**src/rtl/pulse_to_level_pkg.sv**
```systemverilog
// Shared encodings for the pulse-to-level converter.
package pulse_to_level_pkg;

    typedef enum logic [1:0] {
        MODE_HOLD   = 2'b00,
        MODE_RETRIG = 2'b01,
        MODE_TOGGLE = 2'b10,
        MODE_LATCH  = 2'b11
    } mode_t;

    typedef enum logic {
        ST_IDLE   = 1'b0,
        ST_ACTIVE = 1'b1
    } state_t;

endpackage

```
**src/rtl/pulse_to_level_rise_detect.sv**
```systemverilog
// Rising-edge detector; history resets high so a level held across reset is not an event.
module pulse_to_level_rise_detect (
    input  logic clk,
    input  logic rst_n,
    input  logic p,
    output logic ev
);

    logic p_q;

    always_ff @(posedge clk or negedge rst_n) begin
        if (!rst_n) p_q <= 1'b1;
        else        p_q <= p;
    end

    assign ev = p & ~p_q;

endmodule

```
**src/rtl/pulse_to_level.sv**
```systemverilog
// Pulse-to-level converter: hold, retriggerable hold, toggle and latch modes.
module pulse_to_level
    import pulse_to_level_pkg::*;
#(
    parameter int HOLD_CYCLES = 8,
    parameter int CW          = $clog2(HOLD_CYCLES + 1)
) (
    input  logic       clk,
    input  logic       rst_n,
    input  logic       P,
    input  logic [1:0] mode,
    input  logic       clr,
    output logic       L,
    output logic       done
);

    localparam logic [CW-1:0] RELOAD = CW'(HOLD_CYCLES - 1);

    logic          ev;
    logic [1:0]    mode_q;
    state_t        state;
    logic [CW-1:0] cnt;

    pulse_to_level_rise_detect u_rise_detect (
        .clk   (clk),
        .rst_n (rst_n),
        .p     (P),
        .ev    (ev)
    );

    always_ff @(posedge clk or negedge rst_n) begin
        if (!rst_n) begin
            state  <= ST_IDLE;
            cnt    <= '0;
            mode_q <= MODE_HOLD;
            done   <= 1'b0;
        end else begin
            mode_q <= mode;
            done   <= 1'b0;
            if (clr) begin
                state <= ST_IDLE;
                cnt   <= '0;
                done  <= (state == ST_ACTIVE);
            end else if (mode != mode_q && state == ST_ACTIVE) begin
                // switching modes mid-level aborts; the event on this edge is dropped
                state <= ST_IDLE;
                cnt   <= '0;
                done  <= 1'b1;
            end else begin
                case (mode_t'(mode))
                    MODE_HOLD, MODE_RETRIG: begin
                        if (state == ST_IDLE) begin
                            if (ev) begin
                                state <= ST_ACTIVE;
                                cnt   <= RELOAD;
                            end
                        end else if (ev && mode == MODE_RETRIG) begin
                            cnt <= RELOAD;
                        end else if (cnt != '0) begin
                            cnt <= cnt - 1'b1;
                        end else begin
                            state <= ST_IDLE;
                            done  <= 1'b1;
                        end
                    end
                    MODE_TOGGLE: begin
                        cnt <= '0;
                        if (ev) begin
                            state <= (state == ST_ACTIVE) ? ST_IDLE : ST_ACTIVE;
                            done  <= (state == ST_ACTIVE);
                        end
                    end
                    MODE_LATCH: begin
                        cnt <= '0;
                        if (ev) state <= ST_ACTIVE;
                    end
                endcase
            end
        end
    end

    assign L = (state == ST_ACTIVE);

endmodule

```
**config.mk**
```make
export PLATFORM = sky130hd
export DESIGN_NAME = pulse_to_level
export DESIGN_NICKNAME = d
export VERILOG_FILES = /design/src/rtl/pulse_to_level_pkg.sv /design/src/rtl/pulse_to_level_rise_detect.sv /design/src/rtl/pulse_to_level.sv
export SDC_FILE = /design/constraint.sdc
export NUM_CORES = 1
export LEC_CHECK = 0
export BUFFER_PORTS_ARGS = -buffer_cell sky130_fd_sc_hd__buf_4
export CORE_MARGIN = 4
export CORE_UTILIZATION = 40
export CTS_CLUSTER_DIAMETER = 30
export DETAILED_ROUTE_END_ITERATION = 6
export MAX_ROUTING_LAYER = met4
export PLACE_DENSITY_LB_ADDON = 0.12
export SLEW_MARGIN = 20
export SYNTH_ARGS = -nofsm -noshare
export SYNTH_HDL_FRONTEND = slang
export SYNTH_HIERARCHICAL = 1
export SYNTH_SLANG_ARGS = --single-unit
```
**constraint.sdc**
```tcl
create_clock -name clk -period 2.1 [get_ports clk]
set_input_delay 0.21 -clock clk [delete_from_list [all_inputs] [get_ports clk]]
set_output_delay 0.21 -clock clk [all_outputs]
set_load 0.05 [all_outputs]
```
== Word level (Yosys, flattened, before mapping) ==
Index checks and enable logic that the tools add are counted.
W data, S select, Z words.

* Bits in registers: 9
* Logic and storage cells: 48

* Add/sub/neg operators: 1
* Equality and inequality tests: 8
* Multiplexer cells: 24
* Bitwise operators: 2
* Reduce and logical (&&, ||, !) cells: 8

{| class="wikitable"
|+ Operators by type and width
! cell !! number
|-
| $mux W4 || 6
|-
| $mux W1 || 15
|-
| $ne A4 B4 Y1 const B || 2
|-
| $pmux W4 S2 || 1
|-
| $ne A6 B6 Y1 const B || 1
|-
| $ne A5 B5 Y1 const B || 1
|-
| $eq A2 B2 Y1 const B || 2
|-
| $reduce_and A2 Y1 || 2
|-
| $reduce_bool A4 Y1 || 1
|-
| $reduce_or A2 Y1 || 2
|-
| $sub A4 B1 Y4 const B || 1
|-
| $pmux W1 S3 || 1
|-
| $eq A2 B1 Y1 const B || 1
|-
| $logic_and A1 B1 Y1 || 2
|-
| $logic_not A2 Y1 || 1
|-
| $ne A2 B2 Y1 || 1
|-
| $pmux W1 S2 || 1
|-
| $and A1 B1 Y1 || 1
|-
| $not A1 Y1 || 1
|}

== Depth between registers and ports, before layout ==
Gate-level depths: netlist of the first run.

* Depth in word-level cells: 8
* Mapped depth: 6
* Mapped depth without buffers: 6

== By module ==
Netlist of the first run, hierarchy kept.

{| class="wikitable"
|+ Modules (own cells, without submodules)
! module !! times used !! cells each !! area an instance (um^2) !! sequential area each (um^2)
|-
| pulse_to_level || 1 || 52 || 510.5 || 200.2
|-
| pulse_to_level_rise_detect || 1 || 2 || 40.0 || 26.3
|}

== Worst setup path before layout of the first run ==
OpenSTA, ideal clock, no wires.

* Path kind: reg-to-reg
* From: reg state, in the netlist L
* To: reg cnt[0]
* Arrival time: 1,534 ps
* Data required time: 1,975 ps
* Slack: 441 ps
* Cell stages (with the launch flop): 5
* Buffers on the path: 0
* Cell sequence: dfrtp_1 -> o21a_1 -> and3_4 -> o21ai_4 -> mux2_4

* Longest elaborated chain between the ends: 4
* Elaborated cells on any way between the ends: 8
* Classes of those cells: 2 x eq/ne; 4 x mux; 2 x reduce/logical

{| class="wikitable"
|+ Ends and longest elaborated chain
! element !! line !! RTL
|-
| start: declaration || pulse_to_level.sv:21 || <nowiki>state_t state;</nowiki>
|-
| start signal: assignment || pulse_to_level.sv:69 || <nowiki>state <= (state == ST_ACTIVE) ? ST_IDLE : ST_ACTIVE;</nowiki>
|-
| $mux W4 || pulse_to_level.sv:52 || <nowiki>if (state == ST_IDLE) begin</nowiki>
|-
| $pmux W4 S2 || pulse_to_level.sv:50 || <nowiki>case (mode_t'(mode))</nowiki>
|-
| $mux W4 || pulse_to_level.sv:44 || <nowiki>end else if (mode != mode_q && state == ST_ACTIVE) begin</nowiki>
|-
| $mux W4 || pulse_to_level.sv:40 || <nowiki>if (clr) begin</nowiki>
|-
| end signal: assignment || pulse_to_level.sv:60 || <nowiki>cnt <= cnt - 1'b1;</nowiki>
|-
| end: declaration || pulse_to_level.sv:22 || <nowiki>logic [CW-1:0] cnt;</nowiki>
|}

Parallel ways exist; a longest one is shown, timed or not.
A chain may end at the register's enable or synchronous reset.

== Worst setup path after layout of the first run ==
* From: reg cnt[0]
* To: reg cnt[0]

* Longest elaborated chain between the ends: 7
* Elaborated cells on any way between the ends: 10
* Classes of those cells: 1 x add/sub; 1 x eq/ne; 6 x mux; 2 x reduce/logical

{| class="wikitable"
|+ Ends and longest elaborated chain
! element !! line !! RTL
|-
| $sub A4 B1 Y4 || pulse_to_level.sv:60 ||
|-
| $mux W4 || pulse_to_level.sv:59 || <nowiki>end else if (cnt != '0) begin</nowiki>
|-
| $mux W4 || pulse_to_level.sv:57 || <nowiki>end else if (ev && mode == MODE_RETRIG) begin</nowiki>
|-
| $mux W4 || pulse_to_level.sv:52 ||
|-
| $pmux W4 S2 || pulse_to_level.sv:50 ||
|-
| $mux W4 || pulse_to_level.sv:44 ||
|-
| $mux W4 || pulse_to_level.sv:40 ||
|}

Parallel ways exist; a longest one is shown, timed or not. The select of a mux whose other input is x is not followed.

==> flow_metrics.env, run 1 <==
export IMPL_ctsHtreeMaxLevel=1
export IMPL_die_area_sq_um=2030
export IMPL_worst_ep_arrival_time_ns=1.88
export IMPL_p_leak_nw=0.292
export IMPL_power_density_nw_per_um2=669
export IMPL_drive_gt1_share_pct=25.8
export IMPL_antenna_found_initial=0
export IMPL_switching_share_pct=29.9
export IMPL_place_congestion=0.735
export IMPL_n_antenna_cell=0
export IMPL_holdPathEnd="u_rise_detect/p_q$_DFF_PN1_"
export IMPL_grt_overflow=0
export IMPL_ys_seq_area_share_pct=41.1
export IMPL_dr_pass1_iters=3
export IMPL_ctsHoldBuffers=1
export IMPL_post_cts_resized=0
export IMPL_maxCapViolations=0
export IMPL_critPathSlowestCell="dfrtp_1"
export IMPL_use_met3_pct=3.98
export IMPL_min_period_over_period_pct=83.2
export IMPL_viasPerCell=5.26
export IMPL_clk_pin_slew_ns=0.06
export IMPL_grt_usage_pct=11.9
export IMPL_hold_violations=0
export IMPL_ys_warn_count=6
export IMPL_timing_rr_end="cnt[0]$_DFFE_PN0P_"
export IMPL_synthToLayoutAreaGrowth_pct=19.5
export IMPL_synthFlopType="dfrtp_1"
export IMPL_rsz0062_at_grt="false"
export IMPL_cts_sinks=9
export IMPL_hp_class="primary input to flip-flop"
export IMPL_comb_power_share_pct=25.3
export IMPL_crit_chain="inv_1 -> ha_1 -> nor3b_1 -> and3_4 -> o21ai_4 -> mux2_4"
export IMPL_drt_iter0_markers=5
export IMPL_intPower_mw=0.309
export IMPL_async_flop_share_pct=100
export IMPL_min_delay_start="P"
export IMPL_initial_core_util_pct=42.3
export IMPL_synth_area_top_cells="dfrtp_1, mux2_4, dfstp_2, a21oi_1, ha_1"
export IMPL_startpoint_type="flip-flop"
export IMPL_slew_headroom_pct=76.3
export IMPL_grtUsageMet2_pct=14.1
export IMPL_cts_buffers=3
export IMPL_grt_pass1_vias=382
export IMPL_final_max_slew_viol_count=0
export IMPL_min_period_ns=1.75
export IMPL_syn_nets=62
export IMPL_ys_types=31
export IMPL_clkPwrFrac_pct=28.9
export IMPL_fin_nets=75
export IMPL_ant_nets=0
export IMPL_dp_cells=76
export IMPL_required_ns=2.23
export IMPL_worstSetupEndpointType="flip-flop"
export IMPL_worstPathMaxFanout=5
export IMPL_routed_wl_um=943
export IMPL_post_cts_buffers=0
export IMPL_worst_setup_path_type="flip-flop to flip-flop"
export IMPL_die_width_um=45.1
export IMPL_setup_viol=0
export IMPL_final_cell_count_no_fill=81
export IMPL_coreArea_sq_um=1300
export IMPL_min_path_cells=1
export IMPL_tns_ns=0
export IMPL_cp_startpoint="cnt[0]$_DFFE_PN0P_"
export IMPL_drc=0
export IMPL_outcome="finished, final reports clean"
export IMPL_cts_tree="built"
export IMPL_seq_power_share_pct=45.7
export IMPL_synth_top_area_share_pct=36.4
export IMPL_use_met1_pct=17.0
export IMPL_io_pins=8
export IMPL_wl_per_cell_um=11.6
export IMPL_r2r_setup_slack_ns=0.35
export IMPL_switching_power_mw=0.132
export IMPL_insertion_delay_ns=0.25
export IMPL_max_slew_worst_pin_slew_ns=0.354
export IMPL_dr_total_vias=426
export IMPL_critPathMaxStageDelay_ns=0.41
export IMPL_fmax_mhz=572
export IMPL_busiest_layer="met1"
export IMPL_die_h_um=45.1
export IMPL_synth_edff_count=0
export IMPL_grt_max_degree=10
export IMPL_synth_seq_cells=9
export IMPL_finClkSkew_ns=0.00280
export IMPL_final_cell_mix="dfrtp_1, buf_4, a21oi_1"
export IMPL_grt_pass1_wl_um=1630
export IMPL_avgSynthCellArea_sq_um=10.2
export IMPL_root_buffer="clkbuf_4"
export IMPL_final_common_cell="dfrtp_1"
export IMPL_r2r_start="cnt[0]$_DFFE_PN0P_"
export IMPL_clock_tree_buffer_depth=2
export IMPL_yosys_area_top_type="dfrtp_1"
export IMPL_place_port_buffers=7
export IMPL_rows=13
export IMPL_synthCells=54
export IMPL_ff2ff_path_depth=6
export IMPL_synth_area_sq_um=551
export IMPL_dp_final_hpwl_um=743
export IMPL_peakVddDrop_mv=0.386
## worst max-delay path, delay by kind of cell (launching register included)
family | cells | cell delay [ns]
adder cells (fa/ha/maj) | 1 | 0.15
multiplexers | 1 | 0.31
flip-flops | 1 | 0.41
AO/OA/AOI/OAI | 1 | 0.07
AND/OR/NAND/NOR | 2 | 0.59
buffers and inverters | 1 | 0.10
## per-layer routing
metal	wire (um)	share of wire (%)
met5	0	0
met4	0	0
met3	51	5.4
met2	379	40
met1	512	54
## cell usage after synthesis (2+ instances only)
cell     n
a21oi_1  5
dfrtp_1  8
ha_1     2
inv_1    3
mux2_4   2
nand2_1  2
nor2_1   3
nor2b_1  2
nor3_1   2
o21a_1   2
o21ai_0  2
o21ai_1  2
## state kept, by name (all words and copies together), names as in the netlist
name               flops
u_rise_detect/p_q      1
done                   1
cnt                    4
mode_q                 2
L                      1
## through the flow
stage	instance area [sq um]	hold slack, ns	total power, mW	utilization [%]	setup slack (ns)
floorplan	551	-0.0856	0.280	-	0.441
global placement	622	0.0391	0.316	47.8	0.351
detailed placement	622	0.0387	0.314	47.8	0.371
CTS	658	0.0613	0.449	50.6	0.338
global route	658	0.0603	0.473	50.6	0.204
finish	658	0.0723	0.440	50.6	0.352
## power by group through the flow
stage / clock network [mW] / registers (mW) / logic [mW]
after floorplan: 0 / 0.217 / 0.0631
after global placement: 0 / 0.204 / 0.112
after detailed placement: 0 / 0.204 / 0.110
after CTS: 0.135 / 0.201 / 0.112
after global routing: 0.145 / 0.204 / 0.124
final: 0.127 / 0.202 / 0.112
## cells by family (layout without fill, tap and decap cells)
group / Yosys count / in the layout / share of synthesized area (%)
multiplexers: 3 / 3 / 7.27
flip-flops: 9 / 9 / 41.1
AO/OA/AOI/OAI: 17 / 17 / 21.6
XOR/XNOR: 2 / 2 / 3.18
adder cells (fa/ha/maj): 2 / 2 / 4.54
buffers and inverters: 3 / 15 / 2.05
AND/OR/NAND/NOR: 18 / 18 / 20.2
## how the worst max path moves through the flow
stage	slack [ns]	to
finish	0.35	cnt[0]$_DFFE_PN0P_
global placement	0.35	cnt[0]$_DFFE_PN0P_
detailed placement	0.37	cnt[0]$_DFFE_PN0P_
floorplan	0.44	cnt[0]$_DFFE_PN0P_
global route	0.20	cnt[0]$_DFFE_PN0P_
CTS	0.34	cnt[0]$_DFFE_PN0P_
## cell type report
class / instances / area (sq um)
well taps: 15 / 18.8
repair buffers: 8 / 62.6
flip-flops and latches: 9 / 226
clock buffers: 4 / 26.3
fillers: 127 / 643
multi-input cells: 42 / 313
inverters: 3 / 11.3
No activity file was read; power rests on OpenSTA's default activity.
==> inputs of run 2 (changes only) <==
--- a/config.mk
+++ b/config.mk
@@ -5,6 +5,7 @@
 export SDC_FILE = /design/constraint.sdc
 export NUM_CORES = 1
 export LEC_CHECK = 0
+export ABC_AREA = 1
 export BUFFER_PORTS_ARGS = -buffer_cell sky130_fd_sc_hd__buf_4
 export CORE_MARGIN = 4
 export CORE_UTILIZATION = 40
==> constraint.sdc (replaced) <==
create_clock -name clk -period 1.5 [get_ports clk]
set_input_delay 0.15 -clock clk [delete_from_list [all_inputs] [get_ports clk]]
set_output_delay 0.15 -clock clk [all_outputs]
set_load 0.05 [all_outputs]
==> run 2 against run 1 <==
  * Sequential power is 37% higher
  * Non-clock buffer count is 2 higher
  * Via count grew 27%
  * Count of clock-buffer cells in the layout did not move
  * Utilization up 3.7 points
  * Register-to-register slack worse by 0.16 ns
  * Fmax up 34%
  * Highest routed layer is now met4
==> flow_metrics.env, run 2 <==
export IMPL_finClkSkew_ns=0.00825
export IMPL_switching_share_pct=32.6
export IMPL_grt_overflow=0
export IMPL_final_max_slew_viol_count=0
export IMPL_worst_ep_arrival_time_ns=1.46
export IMPL_antenna_found_initial=0
export IMPL_cts_tree="built"
export IMPL_synth_edff_count=0
export IMPL_avgSynthCellArea_sq_um=7.33
export IMPL_cts_buffers=3
export IMPL_min_period_over_period_pct=87.2
export IMPL_critPathMaxStageDelay_ns=0.39
export IMPL_cpMostUsedCell="nand2_1"
export IMPL_synthCells=85
export IMPL_clock_tree_buffer_depth=2
export IMPL_nFillCells=135
export IMPL_rows=13
export IMPL_synth_area_top_cells="dfrtp_1, nand2_1, inv_1, nor2_1, nand3_1"
export IMPL_comb_power_share_pct=28.7
export IMPL_wl_per_cell_um=10.5
export IMPL_ys_warn_count=6
export IMPL_die_h_um=47.5
export IMPL_place_ws_ns=0.116
export IMPL_max_slew_worst_pin_slew_ns=0.227
export IMPL_dp_final_hpwl_um=954
export IMPL_crit_chain="inv_2 -> ha_1 -> nand2_1 -> nor2_2 -> nand3_1 -> nand2_2 -> nand3_2 -> nand2_1 -> nand2_1"
export IMPL_insertion_delay_ns=0.26
export IMPL_post_cts_buffers=0
export IMPL_min_delay_start="mode[0]"
export IMPL_die_area_sq_um=2250
export IMPL_rsz0062_at_grt="false"
export IMPL_top_regs="cnt (4), mode_q (2)"
export IMPL_startpoint_type="flip-flop"
export IMPL_power_density_nw_per_um2=853
export IMPL_ctsHtreeMaxLevel=1
export IMPL_seq_power_share_pct=43.1
export IMPL_p_leak_nw=0.399
export IMPL_n_antenna_cell=0
export IMPL_synth_top_area_share_pct=32.1
export IMPL_ys_types=16
export IMPL_routed_wl_um=1190
export IMPL_grt_pass1_wl_um=2210
export IMPL_synth_area_sq_um=623
export IMPL_multi_input_area_sq_um=347
export IMPL_switching_power_mw=0.209
export IMPL_critPathSlowestCell="dfrtp_1"
export IMPL_critPathTopFamily="simple AND/OR/NAND/NOR gates"
export IMPL_regArea_sq_um=226
export IMPL_synth_simple_area_share_pct=46.8
export IMPL_clkPwrFrac_pct=28.3
export IMPL_r2r_start="cnt[0]$_DFFE_PN0P_"
export IMPL_ff2ff_path_depth=9
export IMPL_slew_headroom_pct=84.9
export IMPL_fin_nets=108
export IMPL_critPathBufInv=1
export IMPL_drive_gt1_share_pct=29.3
export IMPL_place_congestion=0.843
export IMPL_drt_iter0_markers=2
export IMPL_synthXorXnorAreaFrac_pct=1.41
export IMPL_hp_class="primary input to flip-flop"
export IMPL_holdPathEnd="mode_q[0]$_DFF_PN0_"
export IMPL_setup_viol=0
export IMPL_drc=0
export IMPL_maxCapViolations=0
export IMPL_worstPathMaxFanout=5
export IMPL_timing_rr_end="cnt[1]$_DFFE_PN0P_"
export IMPL_dr_pass1_iters=2
export IMPL_synth_top_family_by_area="simple AND/OR/NAND/NOR gates"
export IMPL_grt_usage_pct=15.2
export IMPL_viasPerCell=4.76
export IMPL_timing_final_ws_setup_ns=0.192
export IMPL_hold_violations=0
export IMPL_fmax_mhz=764
export IMPL_synth_compound_gate_area_share_pct=3.01
export IMPL_dr_total_vias=543
export IMPL_ys_seq_area_share_pct=36.3
export IMPL_die_width_um=47.5
export IMPL_outcome="finished, final reports clean"
export IMPL_syn_nets=93
export IMPL_tns_ns=0
export IMPL_root_buffer="clkbuf_4"
export IMPL_peakVddDrop_mv=0.754
export IMPL_io_pins=8
export IMPL_cp_startpoint="cnt[0]$_DFFE_PN0P_"
export IMPL_clk_pin_slew_ns=0.06
export IMPL_synthToLayoutAreaGrowth_pct=20.5
export IMPL_final_cell_mix="nand2_1, inv_1, nor2_1"
export IMPL_required_ns=1.65
export IMPL_place_port_buffers=7
export IMPL_yosysMostFrequentCell="nand2_1"
export IMPL_yosys_top_cells_count="nand2_1, inv_1, nor2_1"
export IMPL_synth_seq_cells=9
export IMPL_synthFlopType="dfrtp_1"
export IMPL_min_path_cells=1
export IMPL_min_period_ns=1.31
export IMPL_yosys_area_top_type="dfrtp_1"
export IMPL_worst_setup_path_type="flip-flop to flip-flop"
export IMPL_ant_nets=0
export IMPL_async_flop_share_pct=100
export IMPL_synth_area_mux_share_pct=0
export IMPL_final_common_cell="nand2_1"
export IMPL_top_register="cnt"
export IMPL_coreArea_sq_um=1380
export IMPL_r2r_setup_slack_ns=0.19
export IMPL_grt_pass1_vias=546
export IMPL_intPower_mw=0.432
export IMPL_synth_fa_ha_area_share_pct=4.02
export IMPL_worstSetupEndpointType="flip-flop"
export IMPL_initial_core_util_pct=45.1
export IMPL_cts_sinks=9
export IMPL_grt_max_degree=10
export IMPL_largest_reg_flops=4
==> run 2: how the worst max path moves through the flow <==
stage	cells after the start	to	slack [ns]
6_report	9	cnt[1]$_DFFE_PN0P_	0.19
5_1_grt	9	cnt[1]$_DFFE_PN0P_	0.004
4_1_cts	9	cnt[1]$_DFFE_PN0P_	0.1
3_5_place_dp	9	cnt[0]$_DFFE_PN0P_	0.12
3_3_place_gp	9	cnt[0]$_DFFE_PN0P_	0.16
2_1_floorplan	5	cnt[0]$_DFFE_PN0P_	0.15
==> run 2: metrics by stage <==
stage | cell area [sq um] | hold WS, ns | util [%] | cells | total power, mW
5_1_grt | 751 | 0.0432 | 54.3 | 114 | 0.694
2_1_floorplan | 623 | -0.146 | - | 85 | 0.404
4_1_cts | 738 | 0.000347 | 53.4 | 113 | 0.649
6_report | 751 | 0.0598 | 54.3 | 114 | 0.640
3_3_place_gp | 702 | -0.0240 | 50.8 | 108 | 0.459
3_5_place_dp | 702 | -0.0210 | 50.8 | 108 | 0.459
==> run 2: cell families (layout without fill, tap and decap cells) <==
kind of cell    Yosys count  in the layout
flops                     9              9
xor+xnor                  1              1
buf+inv                  14             28
simple gates             58             58
fa+ha+maj                 2              2
compound gates            1              1
==> run 2: power by group through the flow <==
stage	combinational, mW	sequential, mW	clock [mW]
detailed placement	0.179	0.279	0
global placement	0.178	0.281	0
global route	0.210	0.278	0.207
floorplan	0.110	0.293	0
CTS	0.182	0.275	0.192
finish	0.184	0.276	0.181
==> run 2: area by class of cell <==
class	instances	share of cell area [%]
Clock buffer	4	3.50
Inverter	14	7.00
Multi-Input combinational cell	62	46.2
Sequential cell	9	30.2
Tap cell	15	2.50
Timing Repair Buffer	10	10.7
==> run 2: routing by layer <==
layer | vias up | wire length (um) | global-route usage [%]
li1 | 288 | - | -
met1 | 244 | 593 | 19.2
met2 | 7 | 529 | 22.2
met3 | 4 | 37 | 2.26
met4 | 0 | 31 | 9.94
met5 | - | 0 | -
==> run 2: what timing repair did <==
item,in CTS,in global routing
resized for setup,0,2
hold buffers,1,1
setup endpoints to repair,0,5
hold endpoints to repair,9,1
==> run 2: worst register-to-register path, delay by kind of cell (launching register included) <==
kind	cells	cell delay, ns
AND/OR/NAND/NOR	7	0.57
flip-flops	1	0.39
adder cells (fa/ha/maj)	1	0.15
buffers and inverters	1	0.10
==> inputs of run 3 (changes only) <==
--- a/config.mk
+++ b/config.mk
@@ -10,9 +10,11 @@
 export CORE_MARGIN = 4
 export CORE_UTILIZATION = 40
 export CTS_CLUSTER_DIAMETER = 30
+export CTS_CLUSTER_SIZE = 20
 export DETAILED_ROUTE_END_ITERATION = 6
 export MAX_ROUTING_LAYER = met4
 export PLACE_DENSITY_LB_ADDON = 0.12
+export SETUP_SLACK_MARGIN = 0.4
 export SLEW_MARGIN = 20
 export SYNTH_ARGS = -nofsm -noshare
 export SYNTH_HDL_FRONTEND = slang
==> run 3 against run 2 <==
  * Non-clock buffer count up 5
  * Sequential share of layout area down 2.9 points
  * Sequential power about the same
  * Total power up 7.3%
  * Clock power about the same
  * Critical endpoint is now cnt[2]$_DFFE_PN0P_
  * Global-route usage about the same
==> flow_metrics.env, run 3 (same netlist as run 2, synthesis figures left out) <==
export IMPL_grt_usage_pct=15.1
export IMPL_place_congestion=0.844
export IMPL_hold_violations=0
export IMPL_worstSetupEndpointType="flip-flop"
export IMPL_largest_reg_flops=4
export IMPL_r2r_setup_slack_ns=0.19
export IMPL_cts_buffers=3
export IMPL_dp_final_hpwl_um=904
export IMPL_cts_sinks=9
export IMPL_die_area_sq_um=2250
export IMPL_fin_nets=113
export IMPL_maxCapViolations=0
export IMPL_startpoint_type="flip-flop"
export IMPL_max_slew_worst_pin_slew_ns=0.259
export IMPL_rsz0062_at_grt="true"
export IMPL_clock_tree_buffer_depth=2
export IMPL_top_register="cnt"
export IMPL_tns_ns=0
export IMPL_min_path_cells=1
export IMPL_place_port_buffers=7
export IMPL_io_pins=8
export IMPL_holdPathEnd="mode_q[0]$_DFF_PN0_"
export IMPL_fmax_mhz=764
export IMPL_dr_pass1_iters=6
export IMPL_coreArea_sq_um=1380
export IMPL_clk_pin_slew_ns=0.06
export IMPL_finClkSkew_ns=0.00718
export IMPL_grt_max_degree=10
export IMPL_routed_wl_um=1290
export IMPL_final_cell_mix="nand2_1, buf_4, nand2_2"
export IMPL_outcome="finished, final reports clean"
export IMPL_drc=0
export IMPL_grt_overflow=0
export IMPL_initial_core_util_pct=45.1
export IMPL_synthToLayoutAreaGrowth_pct=34.1
export IMPL_dr_total_vias=571
export IMPL_rows=13
export IMPL_ant_nets=0
export IMPL_final_common_cell="nand2_1"
export IMPL_cts_tree="built"
export IMPL_min_period_over_period_pct=87.2
export IMPL_hp_class="primary input to flip-flop"
export IMPL_r2r_start="cnt[0]$_DFFE_PN0P_"
export IMPL_min_period_ns=1.31
export IMPL_power_density_nw_per_um2=822
export IMPL_ff2ff_path_depth=9
export IMPL_final_max_slew_viol_count=0
export IMPL_slew_headroom_pct=82.7
export IMPL_worst_setup_path_type="flip-flop to flip-flop"
export IMPL_worst_ep_arrival_time_ns=1.45
export IMPL_grt_pass1_wl_um=2270
export IMPL_dp_cells=107
export IMPL_wl_per_cell_um=10.8
export IMPL_worstPathMaxFanout=4
export IMPL_min_delay_start="mode[0]"
export IMPL_root_buffer="clkbuf_4"
export IMPL_grt_pass1_vias=541
export IMPL_die_width_um=47.5
export IMPL_p_leak_nw=0.425
export IMPL_viasPerCell=4.80
export IMPL_antenna_found_initial=0
export IMPL_drive_gt1_share_pct=43.3
export IMPL_ctsHtreeMaxLevel=1
export IMPL_post_route_util_pct=60.5
export IMPL_setup_viol=0
export IMPL_final_cell_count_no_fill=119
export IMPL_peakVddDrop_mv=0.597
export IMPL_top_regs="cnt (4), mode_q (2)"
export IMPL_required_ns=1.64
export IMPL_timing_rr_end="cnt[2]$_DFFE_PN0P_"
export IMPL_drt_iter0_markers=8
export IMPL_n_antenna_cell=0
export IMPL_insertion_delay_ns=0.25
export IMPL_die_h_um=47.5
[run 3: cell types whose count changed in the layout (fill, tap and decap cells not counted)]
cell,change
buf_4,+4
buf_6,+1
dfrtp_1,-1
dfrtp_2,+1
ha_1,-1
ha_4,+1
inv_1,-1
inv_2,+1
nand2_1,-6
nand2_2,+6
nand3_1,-1
nand3_4,+1
nor2_1,-1
nor2_2,+1
[run 3: layer usage]
layer / track usage, % / vias up / share of wire, %
met5: - / - / 0
li1: - / 298 / -
met1: 20.3 / 262 / 48
met4: 6.63 / 0 / 0.62
met3: 2.26 / 2 / 3.9
met2: 22.5 / 9 / 47
[run 3: per-stage QoR]
| stage | hold WS [ns] | instance area [sq um] | power (mW) | worst slack (ns) |
|---|---|---|---|---|
| 2_1_floorplan | -0.146 | 624 | 0.404 | 0.243 |
| 3_3_place_gp | -0.0225 | 696 | 0.453 | 0.101 |
| 3_5_place_dp | -0.0238 | 696 | 0.453 | 0.0994 |
| 4_1_cts | 0.0426 | 805 | 0.681 | 0.195 |
| 5_1_grt | 0.0363 | 836 | 0.746 | 0.0989 |
| 6_report | 0.0551 | 836 | 0.687 | 0.191 |
[run 3: report_power, final]
part / leakage (nW) / switching, mW / internal (mW)
Clock: 0.0150 / 0.0779 / 0.102
Sequential: 0.112 / 0.0144 / 0.261
Combinational: 0.298 / 0.136 / 0.0955
Total: 0.425 / 0.228 / 0.459
[run 3: how the worst max path moves through the flow]
stage,start,to
final,cnt[0]$_DFFE_PN0P_,cnt[2]$_DFFE_PN0P_
after global routing,cnt[0]$_DFFE_PN0P_,cnt[2]$_DFFE_PN0P_
after CTS,cnt[1]$_DFFE_PN0P_,cnt[3]$_DFFE_PN0P_
after detailed placement,cnt[0]$_DFFE_PN0P_,cnt[3]$_DFFE_PN0P_
after global placement,cnt[0]$_DFFE_PN0P_,cnt[1]$_DFFE_PN0P_
after floorplan,cnt[0]$_DFFE_PN0P_,cnt[0]$_DFFE_PN0P_
[run 3: what timing repair did]
action,CTS,global route
endpoints found under the setup margin,6,6
hold buffers,2,0
buffers inserted,5,1
gates resized for setup,6,8
hold endpoints to repair,10,0
pin swaps,11,9
[run 3: critical path: stages, from the launching register on]
cell and delay [ns]:
dfrtp_1 0.38, inv_2 0.09, ha_4 0.12, nand2_2 0.04, nor2_2 0.10, nand3_1 0.09
nand2_2 0.13, nand3_4 0.11, nand2_1 0.08, nand2_1 0.05
[run 3: layout make-up]
class,instances,area [sq um]
Fill cell,128,547
Multi-Input combinational cell,62,389
Clock buffer,4,26.3
Inverter,14,52.6
Tap cell,15,18.8
Timing Repair Buffer,15,121
Sequential cell,9,228
